[config.mk]
export PLATFORM = sky130hd
export DESIGN_NAME = crc_stream_engine
export DESIGN_NICKNAME = d
export VERILOG_FILES = /design/src/rtl/crc_stream_engine.sv
export SDC_FILE = /design/constraint.sdc
export NUM_CORES = 1
export LEC_CHECK = 0
export CAP_MARGIN = 20
export CORE_MARGIN = 4
export CORE_UTILIZATION = 55
export CTS_CLUSTER_DIAMETER = 200
export DETAILED_ROUTE_END_ITERATION = 7
export PLACE_DENSITY_LB_ADDON = 0.1
export RECOVER_POWER = 50
export SLEW_MARGIN = 20
export SYNTH_ARGS = -nofsm -noshare
export SYNTH_HDL_FRONTEND = slang
export SYNTH_SLANG_ARGS = --single-unit
[constraint.sdc]
create_clock -name clk -period 9.75 [get_ports clk]
set_input_delay 0.975 -clock clk [delete_from_list [all_inputs] [get_ports clk]]
set_output_delay 0.975 -clock clk [all_outputs]
set_load 0.01 [all_outputs]
[src/rtl/crc_stream_engine.sv]
// crc_stream_engine: streaming MSB-first CRC encoder/checker with a
// valid/ready word input and a valid/ready result output.
module crc_stream_engine #(
  parameter int unsigned DATA_W = 8,
  parameter int unsigned CRC_W  = 3,
  parameter int unsigned CNT_W  = 8
) (
  input  logic              clk,
  input  logic              rst,
  input  logic [CRC_W:0]    poly,
  input  logic              chk,
  input  logic [DATA_W-1:0] in_data,
  input  logic              in_valid,
  input  logic              in_last,
  output logic              in_ready,
  input  logic [CRC_W-1:0]  crc_in,
  output logic              res_valid,
  input  logic              res_ready,
  output logic [CRC_W-1:0]  crc_out,
  output logic              err,
  output logic [CNT_W-1:0]  len_out
);

  typedef enum logic [1:0] {IDLE, RUN, DONE} state_e;

  state_e             state_q, state_d;
  logic [CRC_W-1:0]   rem_q, rem_d;
  logic [CNT_W-1:0]   cnt_q, cnt_d;
  logic [CRC_W-1:0]   poly_q, poly_d;
  logic               chk_q, chk_d;
  logic [CRC_W-1:0]   crc_out_q, crc_out_d;
  logic               err_q, err_d;
  logic [CNT_W-1:0]   len_q, len_d;
  logic               res_valid_q, res_valid_d;
  logic               in_ready_q, in_ready_d;

  logic               beat;
  logic               first;
  logic               mode;
  logic [CRC_W-1:0]   step_poly;
  logic [CRC_W-1:0]   rem_next;
  logic [CNT_W-1:0]   cnt_next;

  // The x^CRC_W term of the generator is implied and never read.
  logic unused_poly_msb;
  assign unused_poly_msb = poly[CRC_W];

  // Shift one data word through the remainder, MSB first.
  function automatic logic [CRC_W-1:0] crc_step(input logic [CRC_W-1:0]  rem,
                                                input logic [CRC_W-1:0]  p,
                                                input logic [DATA_W-1:0] d);
    logic [CRC_W-1:0] r;
    logic             fb;
    r = rem;
    for (int i = int'(DATA_W) - 1; i >= 0; i--) begin
      fb = r[CRC_W-1] ^ d[i];
      r  = r << 1;
      if (fb) r = r ^ p;
    end
    return r;
  endfunction

  // Next-state, datapath and registered-output computation.
  always_comb begin
    state_d     = state_q;
    rem_d       = rem_q;
    cnt_d       = cnt_q;
    poly_d      = poly_q;
    chk_d       = chk_q;
    crc_out_d   = crc_out_q;
    err_d       = err_q;
    len_d       = len_q;
    res_valid_d = res_valid_q;
    in_ready_d  = in_ready_q;

    beat      = in_valid && in_ready_q;
    first     = (state_q == IDLE);
    step_poly = first ? poly[CRC_W-1:0] : poly_q;
    mode      = first ? chk : chk_q;
    rem_next  = crc_step(first ? '0 : rem_q, step_poly, in_data);
    if (first)             cnt_next = CNT_W'(1);
    else if (cnt_q == '1)  cnt_next = cnt_q;
    else                   cnt_next = cnt_q + CNT_W'(1);

    unique case (state_q)
      IDLE, RUN: begin
        if (beat) begin
          rem_d  = rem_next;
          cnt_d  = cnt_next;
          poly_d = step_poly;
          chk_d  = mode;
          if (in_last) begin
            state_d     = DONE;
            crc_out_d   = rem_next;
            err_d       = mode && (rem_next != crc_in);
            len_d       = cnt_next;
            res_valid_d = 1'b1;
            in_ready_d  = 1'b0;
          end else begin
            state_d = RUN;
          end
        end
      end
      DONE: begin
        if (res_ready) begin
          state_d     = IDLE;
          res_valid_d = 1'b0;
          in_ready_d  = 1'b1;
        end
      end
      default: begin
        state_d     = IDLE;
        res_valid_d = 1'b0;
        in_ready_d  = 1'b1;
      end
    endcase
  end

  // State and output registers with synchronous reset.
  always_ff @(posedge clk) begin
    if (rst) begin
      state_q     <= IDLE;
      rem_q       <= '0;
      cnt_q       <= '0;
      poly_q      <= '0;
      chk_q       <= 1'b0;
      crc_out_q   <= '0;
      err_q       <= 1'b0;
      len_q       <= '0;
      res_valid_q <= 1'b0;
      in_ready_q  <= 1'b1;
    end else begin
      state_q     <= state_d;
      rem_q       <= rem_d;
      cnt_q       <= cnt_d;
      poly_q      <= poly_d;
      chk_q       <= chk_d;
      crc_out_q   <= crc_out_d;
      err_q       <= err_d;
      len_q       <= len_d;
      res_valid_q <= res_valid_d;
      in_ready_q  <= in_ready_d;
    end
  end

  assign in_ready  = in_ready_q;
  assign res_valid = res_valid_q;
  assign crc_out   = crc_out_q;
  assign err       = err_q;
  assign len_out   = len_q;

endmodule

## Word level (Yosys, flattened, before mapping)

Cells that the tools add are included.

| cells by class | value |
|---|---|
| add/sub/neg operators | 1 |
| eq/ne operators | 7 |
| muxes and demuxes | 25 |
| bitwise gates (word level) | 16 |
| reduce and logical (&&, ||, !) cells | 8 |

Operator list:

| operator | number |
|---|---|
| $mux 3 | 10 |
| $xor 3x3->3 | 8 |
| $mux 8 | 2 |
| $add 8x1->8 const B | 1 |
| $eq 8x8->1 const B | 1 |
| $xor 1x1->1 | 8 |
| $mux 1 | 7 |
| $mux 2 | 3 |
| $ne 2x2->1 const B | 3 |
| $reduce_and 3->1 | 2 |
| $pmux 1 s2 | 2 |
| $pmux 2 s2 | 1 |
| $reduce_and 2->1 | 2 |
| $ne 3x3->1 | 1 |
| $eq 2x1->1 const B | 1 |
| $eq 2x2->1 const B | 1 |
| $logic_and 1x1->1 | 2 |
| $logic_not 2->1 | 1 |
| $reduce_or 2->1 | 1 |

| storage, ports and cells | value |
|---|---|
| flip-flop bits (word level) | 31 |
| logic and storage cells | 67 |

## Depth between registers and ports, before layout

| logic depth | value |
|---|---|
| word-level depth | 20 |
| depth in mapped cells | 16 |
| depth with buffers taken out | 13 |

## Least setup slack after synthesis

Ideal clock, no wire load.

| timing | value |
|---|---|
| kind | input port to flip-flop |
| start point | input port in_data[7] |
| end point | register err_q (netlist: err) |
| arrival | 3.847 ns |
| slack | 5.776 ns |
| stages on the path | 14 |
| path through | clkbuf_1 xnor2_1 o22ai_2 xnor2_1 or3_4 nand3_1 or3b_1 xor2_2 xnor2_1 a2111o_1 o21ai_2 xor2_2 xor2_1 a31oi_1 |

| on the way | value |
|---|---|
| word-level cells in the longest chain between the ends | 18 |
| elaborated cells between the ends (all ways) | 25 |
| those cells by class | 1 x eq/ne; 8 x mux; 15 x bitwise; 1 x reduce/logical |

Ends and longest elaborated chain:

| what | line | RTL |
|---|---|---|
| from (decl) | 12 | `input logic [DATA_W-1:0] in_data,` |
| $xor 1x1->1 (*) | 56 | `fb = r[CRC_W-1] ^ d[i];` |
| $mux 3 (*) | 58 | `if (fb) r = r ^ p;` |
| $xor 1x1->1 or $xor 3x3->3 (tied branches) | 56, 58 |  |
| $mux 3 (*) | 58 |  |
| $xor 3x3->3 or $xor 1x1->1 (tied branches) | 58, 56 |  |
| $mux 3 (*) | 58 |  |
| $xor 3x3->3 or $xor 1x1->1 (tied branches) | 58, 56 |  |
| $mux 3 (*) | 58 |  |
| [2 not listed] | - |  |
| $xor 3x3->3 or $xor 1x1->1 (tied branches) | 58, 56 |  |
| $mux 3 (*) | 58 |  |
| $xor 3x3->3 or $xor 1x1->1 (tied branches) | 58, 56 |  |
| $mux 3 (*) | 58 |  |
| $xor 1x1->1 or $xor 3x3->3 (tied branches) | 56, 58 |  |
| $mux 3 (*) | 58 |  |
| $ne 3x3->1 (*) | 95 | `err_d = mode && (rem_next != crc_in);` |
| $logic_and 1x1->1 (*) | 95 |  |
| to (signal assigned) | 139 | `err_q <= err_d;` |
| to (decl) | 32 | `logic err_q, err_d;` |

Mark *: on every way between the ends. The rest lies on a longest branch, timed or not.
A chain may end at the register's enable or synchronous reset.

## Worst setup path in the final report

| timing | value |
|---|---|
| start point | input port poly[2] |
| end point | register err_q (netlist: err) |

| on the way | value |
|---|---|
| word-level cells in the longest chain between the ends | 19 |
| elaborated cells between the ends (all ways) | 26 |
| those cells by class | 1 x eq/ne; 9 x mux; 15 x bitwise; 1 x reduce/logical |

Ends and longest elaborated chain:

| what | line | RTL |
|---|---|---|
| from (decl) | 10 | `input logic [CRC_W:0] poly,` |
| $mux 3 (*) | 78 | `step_poly = first ? poly[CRC_W-1:0] : poly_q;` |
| $xor 3x3->3 | 58 |  |
| $mux 3 | 58 |  |
| $xor 1x1->1 | 56 |  |
| $mux 3 | 58 |  |
| $xor 3x3->3 or $xor 1x1->1 (tied branches) | 58, 56 |  |
| $mux 3 | 58 |  |
| $xor 3x3->3 or $xor 1x1->1 (tied branches) | 58, 56 |  |
| [3 not listed] | - |  |
| $xor 3x3->3 or $xor 1x1->1 (tied branches) | 58, 56 |  |
| $mux 3 | 58 |  |
| $xor 3x3->3 or $xor 1x1->1 (tied branches) | 58, 56 |  |
| $mux 3 | 58 |  |
| $xor 1x1->1 or $xor 3x3->3 (tied branches) | 56, 58 |  |
| $mux 3 (*) | 58 |  |
| $ne 3x3->1 (*) | 95 |  |
| $logic_and 1x1->1 (*) | 95 |  |

Marked as above.

==> summary.md <==
| Metric | Value |
|---|---|
| Vias per cell | `slightly below 6` |
| Synth cell types | `60` |
| Wire per inst | `14.0 um` |
| Core area | `4060 um2` |
| I/O Buffers | `33` |
| FF+latch count, synth | `31` |
| Final global-route overflow total | `0` |
| Synthesized Nets | `about 330` |
| Dpl cells | `between 300 and 400` |
| Initial core utilization | `0.578` |
| Synth top area share | `0.265` |
| WL final | `about 5.4 mm` |
| Worst hold endpoint | `res_valid$_SDFFE_PP0P_` |
| Hold-critical path depth | `2` |
| Pleak | `roughly 1 nW` |
| Rows | `23` |
| Non-Filler Instances | `between 300 and 400` |
| Commonest cells in the synthesized netlist | `44 x nor2_1, 33 x nand2_1, 31 x dfxtp_1` |
| Synth warnings | `0` |
| Clk Latency, worst-skew pair | `between 200 and 300 ps` |
| Fin crit period | `4590 ps` |
| Residual DRC | `0` |
| Initial antenna violation count | `0` |
| Area leader, netlist | `dfxtp_1` |
| Register area | `between 600 and 700 um2` |
| Count leader, synth | `nor2_1` |
| Slew Viols, Final | `0` |
| Worst-Margin Slew | `around 750 ps` |
| DP Wirelength | `3.95 mm` |
| Sequential element share of the synthesized area | `0.265` |
| Final WS setup | `5160 ps` |
| Vias in the first global route | `2155` |
| Vias | `between 2000 and 2500` |
| Ant. Diodes | `0` |
| Fill cell count | `between 300 and 400` |
| Post-CTS Setup Bufs | `0` |
| MaxCap Viol Count | `0` |
| Final Wtd Congestion | `0.859` |
| Largest net degree at the start of global routing | `32` |
| Initial drt markers | `96` |
| Clock sink total | `31` |
| Final Cycle Share | `0.471` |
| P&R area growth vs syn | `18.1%` |
| Worst reg2reg startpoint | `state_q[1]$_SDFFE_PP0P_` |
| Post-synthesis cell count | `312` |
| Mapped cell area | `roughly 2300 um2` |
| Worst hold path type | `reg -> reg` |
| H-tree depth | `2` |
| Hold Startpoint | `res_valid$_SDFFE_PP0P_` |
| Critical R2R Capture | `err$_SDFFE_PP0P_` |
| Sum Neg Setup Slack | `0 ps` |
| Post-synth EDFFs | `0` |
| Die extent in x | `73.3 um` |
| Gr usage total | `0.213` |
| Synth Flop Type | `dfxtp_1` |
| PD cells | `around 160 nW/um2` |
| Fin nets | `~360` |
| Syn avg cell area | `between 7 and 8 um2` |
| Clock skew | `slightly below 4 ps` |
| Multi-input gate area | `1630 um2` |
| Worst vdd ir | `about 0.00009 V` |
| Total setup violations reported at the end of the flow | `0` |
| Critical Path AT | `roughly 4800 ps` |
| TritonCTS buffer count | `5` |
| CP startpoint kind | `input pin` |
| Clk slew on worst S/H paths | `60 ps` |
| Slew headroom | `0.500` |
| Reg2Reg Setup Slack | `between 5000 and 6000 ps` |
| WS Path Type | `in -> reg` |
| Post-synth ARST share | `0` |
| RSZ-0062 raised after global routing | `false` |
| CTS hold repair buffers | `0` |
| Req. time, crit path | `9910 ps` |
| Pre-CTS WS | `between 4000 and 5000 ps` |
| Worst setup EP type | `flip-flop` |
| Top post-synthesis cells by area | `dfxtp_1 26%, nor2_1 7.0%, xnor2_1 6.7%` |
| Status | `finished, final reports clean` |
| CTS tree | `done` |
| FMAX | `roughly 0.22 GHz` |
| Global-route wire length before repair | `9.16 mm` |
| Resized Gates After CTS | `0` |
| First-pass DRT Iterations | `4` |
| Clock tree root buffer cell | `clkbuf_8` |
| CTS Buffer Depth | `2` |
| DRT antenna net count | `0` |
| Fin. Hold Viols | `0` |
| Die area | `roughly 5400 um2` |
| Die Y | `roughly 73 um` |
| Layout cells sized above 1 | `0.0742` |
| # IOs | `35` |
| Critical path peak fanout | `11` |
| Cells on worst reg2reg path | `13` |
metal layers:
metal	GRT usage	up-vias	share of wire	wire length (um)
met5	0	-	0	0
met4	0.0785	0	0.0068	37
met1	0.265	1069	0.45	2450
met3	0.0274	4	0.030	163
met2	0.372	39	0.51	2760
li1	-	1161	-	-
layout by cell type (no fill, tap or decap), types with 9 or more instances in the layout:
cell type	n
nor3_1	11
xnor2_1	18
clkdlybuf4s50_1	20
o21ai_0	10
nand3_1	15
nor2_1	44
nand2_1	33
dfxtp_1	31
a21oi_1	28
dlygate4sd3_1	12
mux2i_1	9
logic make-up (layout without fill, tap and decap cells):
family / after synthesis / after routing / share of synthesized area
flip-flops: 31 / 31 / 0.265
AND/OR/NAND/NOR: 135 / 135 / 0.281
buffers and inverters: 23 / 48 / 0.0411
XOR/XNOR: 29 / 29 / 0.138
multiplexers: 11 / 11 / 0.0480
AO/OA/AOI/OAI: 82 / 82 / 0.223
adder cells (fa/ha/maj): 1 / 1 / 0.00533
layout make-up:
type	instances	share of cell area
well taps	50	0.0226
repair buffers	36	0.124
inverters	4	0.00542
multi-input cells	258	0.588
flip-flops and latches	31	0.224
clock buffers	8	0.0361
registers in the layout, indices dropped and copies added (netlist names):
name / flops
chk_q: 1
cnt_q: 8
crc_out: 3
err: 1
in_ready: 1
len_out: 8
poly_q: 3
rem_q: 3
res_valid: 1
state_q: 2
how the worst max path moves through the flow:
stage                from               end  slack [ps]  depth (start not counted)
2_1_floorplan  in_data[7]  err$_SDFFE_PP0P_        5780                         14
3_3_place_gp      poly[2]  err$_SDFFE_PP0P_        4940                         14
3_5_place_dp      poly[2]  err$_SDFFE_PP0P_        4920                         14
4_1_cts           poly[2]  err$_SDFFE_PP0P_        5200                         14
5_1_grt           poly[2]  err$_SDFFE_PP0P_        4820                         14
6_report          poly[2]  err$_SDFFE_PP0P_        5160                         14
report_power, final:
part,switching (mW),leakage [nW],total (mW),internal [mW]
logic,0.102,0.707,0.184,0.0820
clock network,0.0444,0.0515,0.109,0.0643
registers,0.00741,0.252,0.142,0.134
total,0.154,1.01,0.435,0.280
critical path: stages:
cell             delay [ps]
clkdlybuf4s50_1         460
or3b_4                  410
nand2_1                 300
a31oi_1                 170
a211oi_1                440
o2111ai_1               200
a21o_1                  240
and3_1                  210
o32ai_1                 340
nor2_1                  170
xnor2_1                 410
nor3_1                  100
a211oi_1                230
a31oi_1                 110
metrics by stage:
step / power [mW] / area, um2 / hold WS, ps / utilization
detailed placement: 0.329 / 2680 / 452 / 0.661
CTS: 0.439 / 2780 / 463 / 0.685
global route: 0.461 / 2770 / 467 / 0.683
global placement: 0.326 / 2680 / 446 / 0.661
floorplan: 0.287 / 2350 / 446 / -
finish: 0.435 / 2770 / 456 / 0.683
Power figures use the tool's default switching activity.
